`config.mk`:
```
export PLATFORM = sky130hd
export DESIGN_NAME = mem_stage_flat
export DESIGN_NICKNAME = d
export VERILOG_FILES = /design/src/rtl/mem_stage_pkg.sv /design/src/rtl/mem_stage_if.sv /design/src/rtl/mem_stage_load_align.sv /design/src/rtl/mem_stage.sv /design/src/flat_wrapper.sv
export SDC_FILE = /design/constraint.sdc
export NUM_CORES = 1
export LEC_CHECK = 0
export CORE_ASPECT_RATIO = 1.5
export CORE_MARGIN = 5
export CORE_UTILIZATION = 28
export CTS_CLUSTER_DIAMETER = 150
export DETAILED_ROUTE_END_ITERATION = 8
export GPL_TIMING_DRIVEN = 0
export PLACE_DENSITY = 0.59
export SLEW_MARGIN = 20
export SYNTH_ARGS = -nofsm -noshare
export SYNTH_HDL_FRONTEND = slang
export SYNTH_SLANG_ARGS = --single-unit
```
`constraint.sdc`:
```
create_clock -name clk -period 8.2 [get_ports clk]
set_clock_uncertainty 0.15 [all_clocks]
set_input_delay 0.82 -clock clk [delete_from_list [all_inputs] [get_ports clk]]
set_output_delay 0.82 -clock clk [all_outputs]
set_load 0.05 [all_outputs]
```
`src/rtl/mem_stage_pkg.sv`:
```
// Shared types for the EX/MEM/WB boundary: load-op encodings and stage payload layouts.
// Latency: n/a (types and constants only).
// Backpressure: n/a.
package mem_stage_pkg;

    localparam int LOAD_OP_W  = 3;
    localparam int ADDR_LSB_W = 2;

    // Encodings 5..7 are not listed; consumers treat them as a full-word load.
    typedef enum logic [LOAD_OP_W-1:0] {
        LD_W  = 3'd0,
        LD_B  = 3'd1,
        LD_H  = 3'd2,
        LD_BU = 3'd3,
        LD_HU = 3'd4
    } load_op_e;

    // EX -> MEM payload, 74 bits; the first field is the MSB.
    typedef struct packed {
        logic [31:0]          pc;           // [73:42]
        logic                 gr_we;        // [41]
        logic [4:0]           dest;         // [40:36]
        logic [31:0]          alu_result;   // [35:4]
        logic                 res_from_mem; // [3]
        logic [LOAD_OP_W-1:0] load_op;      // [2:0]
    } ex_mem_t;

    // MEM -> WB payload, 70 bits.
    typedef struct packed {
        logic [31:0] pc;           // [69:38]
        logic        gr_we;        // [37]
        logic [4:0]  dest;         // [36:32]
        logic [31:0] final_result; // [31:0]
    } mem_wb_t;

    // MEM -> ID bypass bundle, 38 bits.
    typedef struct packed {
        logic        fwd_we;       // [37]
        logic [4:0]  dest;         // [36:32]
        logic [31:0] final_result; // [31:0]
    } mem_fwd_t;

endpackage

```
`src/rtl/mem_stage_if.sv`:
```
// Bundle of all MEM-stage handshake and data signals (EX side, SRAM read data, WB side, bypass).
// Latency: n/a (wiring only).
// Backpressure: MEM_allow_in towards EX, WB_allow_in from WB.
interface mem_stage_if;
    import mem_stage_pkg::*;

    logic        WB_allow_in;
    logic        EX_to_MEM_valid;
    ex_mem_t     EX_MEM_reg;
    logic [31:0] data_sram_rdata;
    logic        MEM_allow_in;
    logic        MEM_to_WB_valid;
    mem_wb_t     MEM_WB_reg;
    mem_fwd_t    MEM_fwd;

    // The MEM stage itself.
    modport slave (
        input  WB_allow_in, EX_to_MEM_valid, EX_MEM_reg, data_sram_rdata,
        output MEM_allow_in, MEM_to_WB_valid, MEM_WB_reg, MEM_fwd
    );

    // The surrounding pipeline (EX, SRAM, WB, ID).
    modport master (
        output WB_allow_in, EX_to_MEM_valid, EX_MEM_reg, data_sram_rdata,
        input  MEM_allow_in, MEM_to_WB_valid, MEM_WB_reg, MEM_fwd
    );

endinterface

```
`src/rtl/mem_stage_load_align.sv`:
```
// Sub-word load alignment: picks byte/half by address offset and sign/zero-extends.
// Latency: combinational.
// Backpressure: none.
module mem_stage_load_align
    import mem_stage_pkg::*;
(
    input  logic [31:0]           i_word,
    input  logic [ADDR_LSB_W-1:0] i_off,
    input  logic [LOAD_OP_W-1:0]  i_load_op,
    output logic [31:0]           o_value
);

    logic [7:0]  w_byte;
    logic [15:0] w_half;

    // Lane select; the half ignores off[0], so misaligned halves are not trapped.
    always_comb begin
        w_byte = i_word[{i_off, 3'b000} +: 8];
        w_half = i_off[1] ? i_word[31:16] : i_word[15:0];
    end

    // Extension by load type; unknown encodings fall back to the whole word.
    always_comb begin
        o_value = i_word;
        case (i_load_op)
            LD_B:    o_value = {{24{w_byte[7]}}, w_byte};
            LD_H:    o_value = {{16{w_half[15]}}, w_half};
            LD_BU:   o_value = {24'd0, w_byte};
            LD_HU:   o_value = {16'd0, w_half};
            default: o_value = i_word;
        endcase
    end

endmodule

```
`src/rtl/mem_stage.sv`:
```
// Memory-access pipeline stage: latches EX payload, consumes SRAM read data, aligns loads.
// Latency: 1 cycle EX->WB; result is combinational from stage registers and SRAM data.
// Backpressure: MEM_allow_in drops while holding a valid instruction WB will not take; read data is held across the stall.
module mem_stage
    import mem_stage_pkg::*;
(
    input  logic       clk,
    input  logic       reset,
    mem_stage_if.slave mem_if
);

    logic        r_mem_valid;
    logic        r_hold_valid;
    logic [31:0] r_rdata_hold;
    ex_mem_t     r_payload;

    logic        w_ready_go;
    logic        w_allow_in;
    logic        w_accept;
    logic [31:0] w_word;
    logic [31:0] w_load_value;
    logic [31:0] w_final_result;
    logic        w_fwd_we;

    assign w_ready_go = 1'b1;
    assign w_allow_in = !r_mem_valid || (w_ready_go && mem_if.WB_allow_in);
    assign w_accept   = w_allow_in && mem_if.EX_to_MEM_valid;

    // Stage valid bit follows EX whenever the stage can take a new instruction.
    always_ff @(posedge clk or posedge reset) begin
        if (reset) begin
            r_mem_valid <= 1'b0;
        end else if (w_allow_in) begin
            r_mem_valid <= mem_if.EX_to_MEM_valid;
        end
    end

    // Payload captured only on an actual accept.
    always_ff @(posedge clk or posedge reset) begin
        if (reset) begin
            r_payload <= '0;
        end else if (w_accept) begin
            r_payload <= mem_if.EX_MEM_reg;
        end
    end

    // SRAM data is valid only in the first MEM cycle; snapshot it once on the first stalled cycle.
    // Any cycle that lets a new instruction in (or empties the stage) discards the snapshot.
    always_ff @(posedge clk or posedge reset) begin
        if (reset) begin
            r_hold_valid <= 1'b0;
            r_rdata_hold <= '0;
        end else if (w_allow_in) begin
            r_hold_valid <= 1'b0;
        end else if (r_mem_valid && !r_hold_valid && !mem_if.WB_allow_in) begin
            r_hold_valid <= 1'b1;
            r_rdata_hold <= mem_if.data_sram_rdata;
        end
    end

    assign w_word = r_hold_valid ? r_rdata_hold : mem_if.data_sram_rdata;

    mem_stage_load_align u_load_align (
        .i_word    (w_word),
        .i_off     (r_payload.alu_result[ADDR_LSB_W-1:0]),
        .i_load_op (r_payload.load_op),
        .o_value   (w_load_value)
    );

    // Result mux and output bundles.
    always_comb begin
        w_final_result = r_payload.res_from_mem ? w_load_value : r_payload.alu_result;
        w_fwd_we       = r_mem_valid && r_payload.gr_we && (r_payload.dest != 5'd0);
    end

    assign mem_if.MEM_allow_in    = w_allow_in;
    assign mem_if.MEM_to_WB_valid = r_mem_valid && w_ready_go;
    assign mem_if.MEM_WB_reg      = '{pc: r_payload.pc, gr_we: r_payload.gr_we,
                                      dest: r_payload.dest, final_result: w_final_result};
    // Fields are masked while empty so ID never sees stale dest/result.
    assign mem_if.MEM_fwd         = r_mem_valid ?
                                    '{fwd_we: w_fwd_we, dest: r_payload.dest, final_result: w_final_result} :
                                    '0;

endmodule
```
`src/flat_wrapper.sv`:
```
// flat-port wrapper written by rule: the top's interface ports become plain ports
module mem_stage_flat import mem_stage_pkg::*;
  (clk, reset, mem_if_WB_allow_in, mem_if_EX_to_MEM_valid, mem_if_EX_MEM_reg, mem_if_data_sram_rdata, mem_if_MEM_allow_in, mem_if_MEM_to_WB_valid, mem_if_MEM_WB_reg, mem_if_MEM_fwd);
  mem_stage_if mem_if_i ();
  input  logic clk;
  input  logic reset;
  input wire logic [$bits(mem_if_i.WB_allow_in)-1:0] mem_if_WB_allow_in;
  input wire logic [$bits(mem_if_i.EX_to_MEM_valid)-1:0] mem_if_EX_to_MEM_valid;
  input wire logic [$bits(mem_if_i.EX_MEM_reg)-1:0] mem_if_EX_MEM_reg;
  input wire logic [$bits(mem_if_i.data_sram_rdata)-1:0] mem_if_data_sram_rdata;
  output wire logic [$bits(mem_if_i.MEM_allow_in)-1:0] mem_if_MEM_allow_in;
  output wire logic [$bits(mem_if_i.MEM_to_WB_valid)-1:0] mem_if_MEM_to_WB_valid;
  output wire logic [$bits(mem_if_i.MEM_WB_reg)-1:0] mem_if_MEM_WB_reg;
  output wire logic [$bits(mem_if_i.MEM_fwd)-1:0] mem_if_MEM_fwd;
  assign mem_if_i.WB_allow_in = mem_if_WB_allow_in;
  assign mem_if_i.EX_to_MEM_valid = mem_if_EX_to_MEM_valid;
  assign mem_if_i.EX_MEM_reg = mem_if_EX_MEM_reg;
  assign mem_if_i.data_sram_rdata = mem_if_data_sram_rdata;
  assign mem_if_MEM_allow_in = mem_if_i.MEM_allow_in;
  assign mem_if_MEM_to_WB_valid = mem_if_i.MEM_to_WB_valid;
  assign mem_if_MEM_WB_reg = mem_if_i.MEM_WB_reg;
  assign mem_if_MEM_fwd = mem_if_i.MEM_fwd;
  mem_stage u_core (.clk(clk), .reset(reset), .mem_if(mem_if_i));
endmodule
```
==> flow_summary.toml <==
[status]
status = "finished clean"

[floorplan]
die-area_sq_mm = 0.0244
fp.dieW_um = 129
rows = 65
core_sq_mm = 0.0210
initial_core_util = 0.284
die_h_um = 189
io-pin-count = 220

[critical_path]
cp_data_required_time_ns = 7.23
start_kind = "primary input"
crit_path_end_kind = "output port"
r2r.worst_path.cells = 5
criticalPathCategory = "primary input to output port"
cp.arrival_ns = 3.70
cp_max_fo = 8

[clocking]
holdBufCountCts = 0
cts_tree = "yes"
ctsHtreeMaxLevel = 3
cts_buffer_depth = 2
cts.clk_slew.worst_paths_ns = 0.07
cts_root_buffer = "clkbuf_16"
ctsResizeCount = 0
cts_sinks = 108
post_cts_buffers = 0
cts_inserted_buffers = 9
insertion_delay_ns = 0.35

[route]
wirelength_mm = 19.8
dr.pass1.iters = 4
drtIter0Drc = 168
drc = 0
wl_per_cell_um = 19.3
ant_nets = 0
route.vias.total = 4834
routed_via_density = 4.71

[yosys]
synthCells = 522
synth_cell_types = 40
syn-num-nets = 632
ys_ff_latch = 108
ys_seq_area_frac = 0.454
synthFlopType = "dfrtp_1"
synth_top_area_share = 0.454
synthArstFlopShare = 1.00
avgSynthCellArea_sq_um = 11.4
synth_area_leaders = "dfrtp_1, mux2_2, mux2i_1"
synth_area_sq_mm = 0.00596
yosys_warnings = 0
synth-edff-count = 0
yosys.area.top_type = "dfrtp_1"

[global_route]
grt_pass1_wl_mm = 29.6
grtUsageTotal = 0.162
grt_max_degree = 72
antenna_found_initial = 2
grt_pass1_vias = 4926
grt_overflow = 0

[cells_and_area]
largest_reg_flops = 38
drive_gt1_frac = 0.258
area_growth_pct = 48.0
layout.nets = 863
finalNonFillerCells = 1026
layout_commonest_cell = "clkdlybuf4s50_1"
fin_area_sq_mm = 0.00882
final_cell_mix = "clkdlybuf4s50_1, mux2_2, dfrtp_1, buf_4, nor2_1"

[timing]
max_clock_freq_ghz = 0.214
finalSetupViolCount = 0
drv_slew = 0
fin_tns_setup_ns = 0
post-route-min-period_ns = 4.67
rsz0062_at_grt = "false"
post-route-period-util = 0.570
max_slew_margin = 0.481
worstMarginPinSlew_ns = 0.778
hold_viol = 0

[hold_path]
hold_depth = 1
hold_class = "register to register"

[power_and_ir_drop]
ir_drop_v = 0.000120
p_leak_nw = 3.57
cellPowerDensity_mw_per_mm2 = 257

[place]
hpwl_mm = 15.9
dp.cells = 1010
gp_congestion = 0.863
post_dp_cell_area_sq_mm = 0.00852
io_buffers = 219

[job]
cap_violations = 0
## critical path, stage by stage
cell and delay (ns):
clkdlybuf4s50_1 0.51, mux2i_1 0.15, mux4_2 0.54, nor2_1 0.44
nor3_1 0.18, nor3b_1 0.22, clkdlybuf4s50_1 0.84
## path summary, 6_finish.rpt
check	startpoint	to	slack [ns]
max in group asynchronous	reset	u_core.r_payload[23]	6.51
hold reg to reg	u_core.r_payload[13]	u_core.r_payload[13]	0.35
setup reg to reg	u_core.mem_if.MEM_to_WB_valid	u_core.r_payload[23]	5.64
setup / recovery	mem_if_data_sram_rdata[7]	mem_if_MEM_fwd[17]	3.53
min in group asynchronous	reset	u_core.mem_if.MEM_WB_reg[42]	0.69
hold / removal	u_core.r_payload[13]	u_core.r_payload[13]	0.35
## per-stage QoR
stage	power (mW)	utilization	worst slack (ns)	hold slack [ns]
5_1_grt	2.38	0.420	3.23	0.365
2_1_floorplan	1.43	-	4.03	0.321
4_1_cts	2.29	0.420	3.48	0.355
6_report	2.27	0.420	3.53	0.350
3_5_place_dp	1.83	0.406	3.48	0.338
3_3_place_gp	1.82	0.404	2.36	0.332
## layout make-up
class / count / area, sq um
multi-input combinational: 337 / 2800
clock buffer: 10 / 239
tap: 268 / 335
sequential: 108 / 2700
fill: 2089 / 12200
antenna: 1 / 2.50
timing repair buffer: 220 / 2220
inverter: 3 / 16.3
buffer: 74 / 443
clock inverter: 5 / 60.1
## Yosys cell counts (2+ instances only)
| master | count |
|---|---|
| a21oi_1 | 11 |
| or2_2 | 8 |
| mux2_2 | 109 |
| and3b_1 | 2 |
| inv_1 | 3 |
| mux2i_1 | 36 |
| nor2_1 | 37 |
| nand2_1 | 11 |
| o21ai_0 | 13 |
| nor3b_1 | 8 |
| a21boi_0 | 6 |
| mux4_2 | 2 |
| nand2b_1 | 6 |
| and2_1 | 28 |
| clkbuf_1 | 24 |
| nor3_1 | 9 |
| a2bb2oi_2 | 6 |
| nor2b_1 | 11 |
| buf_4 | 39 |
| a31oi_1 | 14 |
| o32a_1 | 5 |
| dfrtp_1 | 108 |
| buf_2 | 9 |
## routing by layer
metal | global-route usage | vias to the layer above | wire length, um
li1 | - | 2271 | -
met1 | 0.182 | 2358 | 7330
met2 | 0.283 | 171 | 10300
met3 | 0.0425 | 30 | 1510
met4 | 0.0744 | 4 | 656
met5 | 0 | - | 14
## where the power goes
part / internal, mW / switching (mW) / leakage [nW]
combinational: 0.448 / 0.695 / 2.16
clock: 0.246 / 0.211 / 0.145
sequential: 0.617 / 0.0494 / 1.26
total: 1.31 / 0.956 / 3.57
## logic make-up after synthesis
family | synth area share
compound gates | 0.0861
xor+xnor | 0.00147
buf+inv | 0.0762
flops | 0.454
simple gates | 0.109
mux | 0.274
Power figures use the tool's default switching activity.
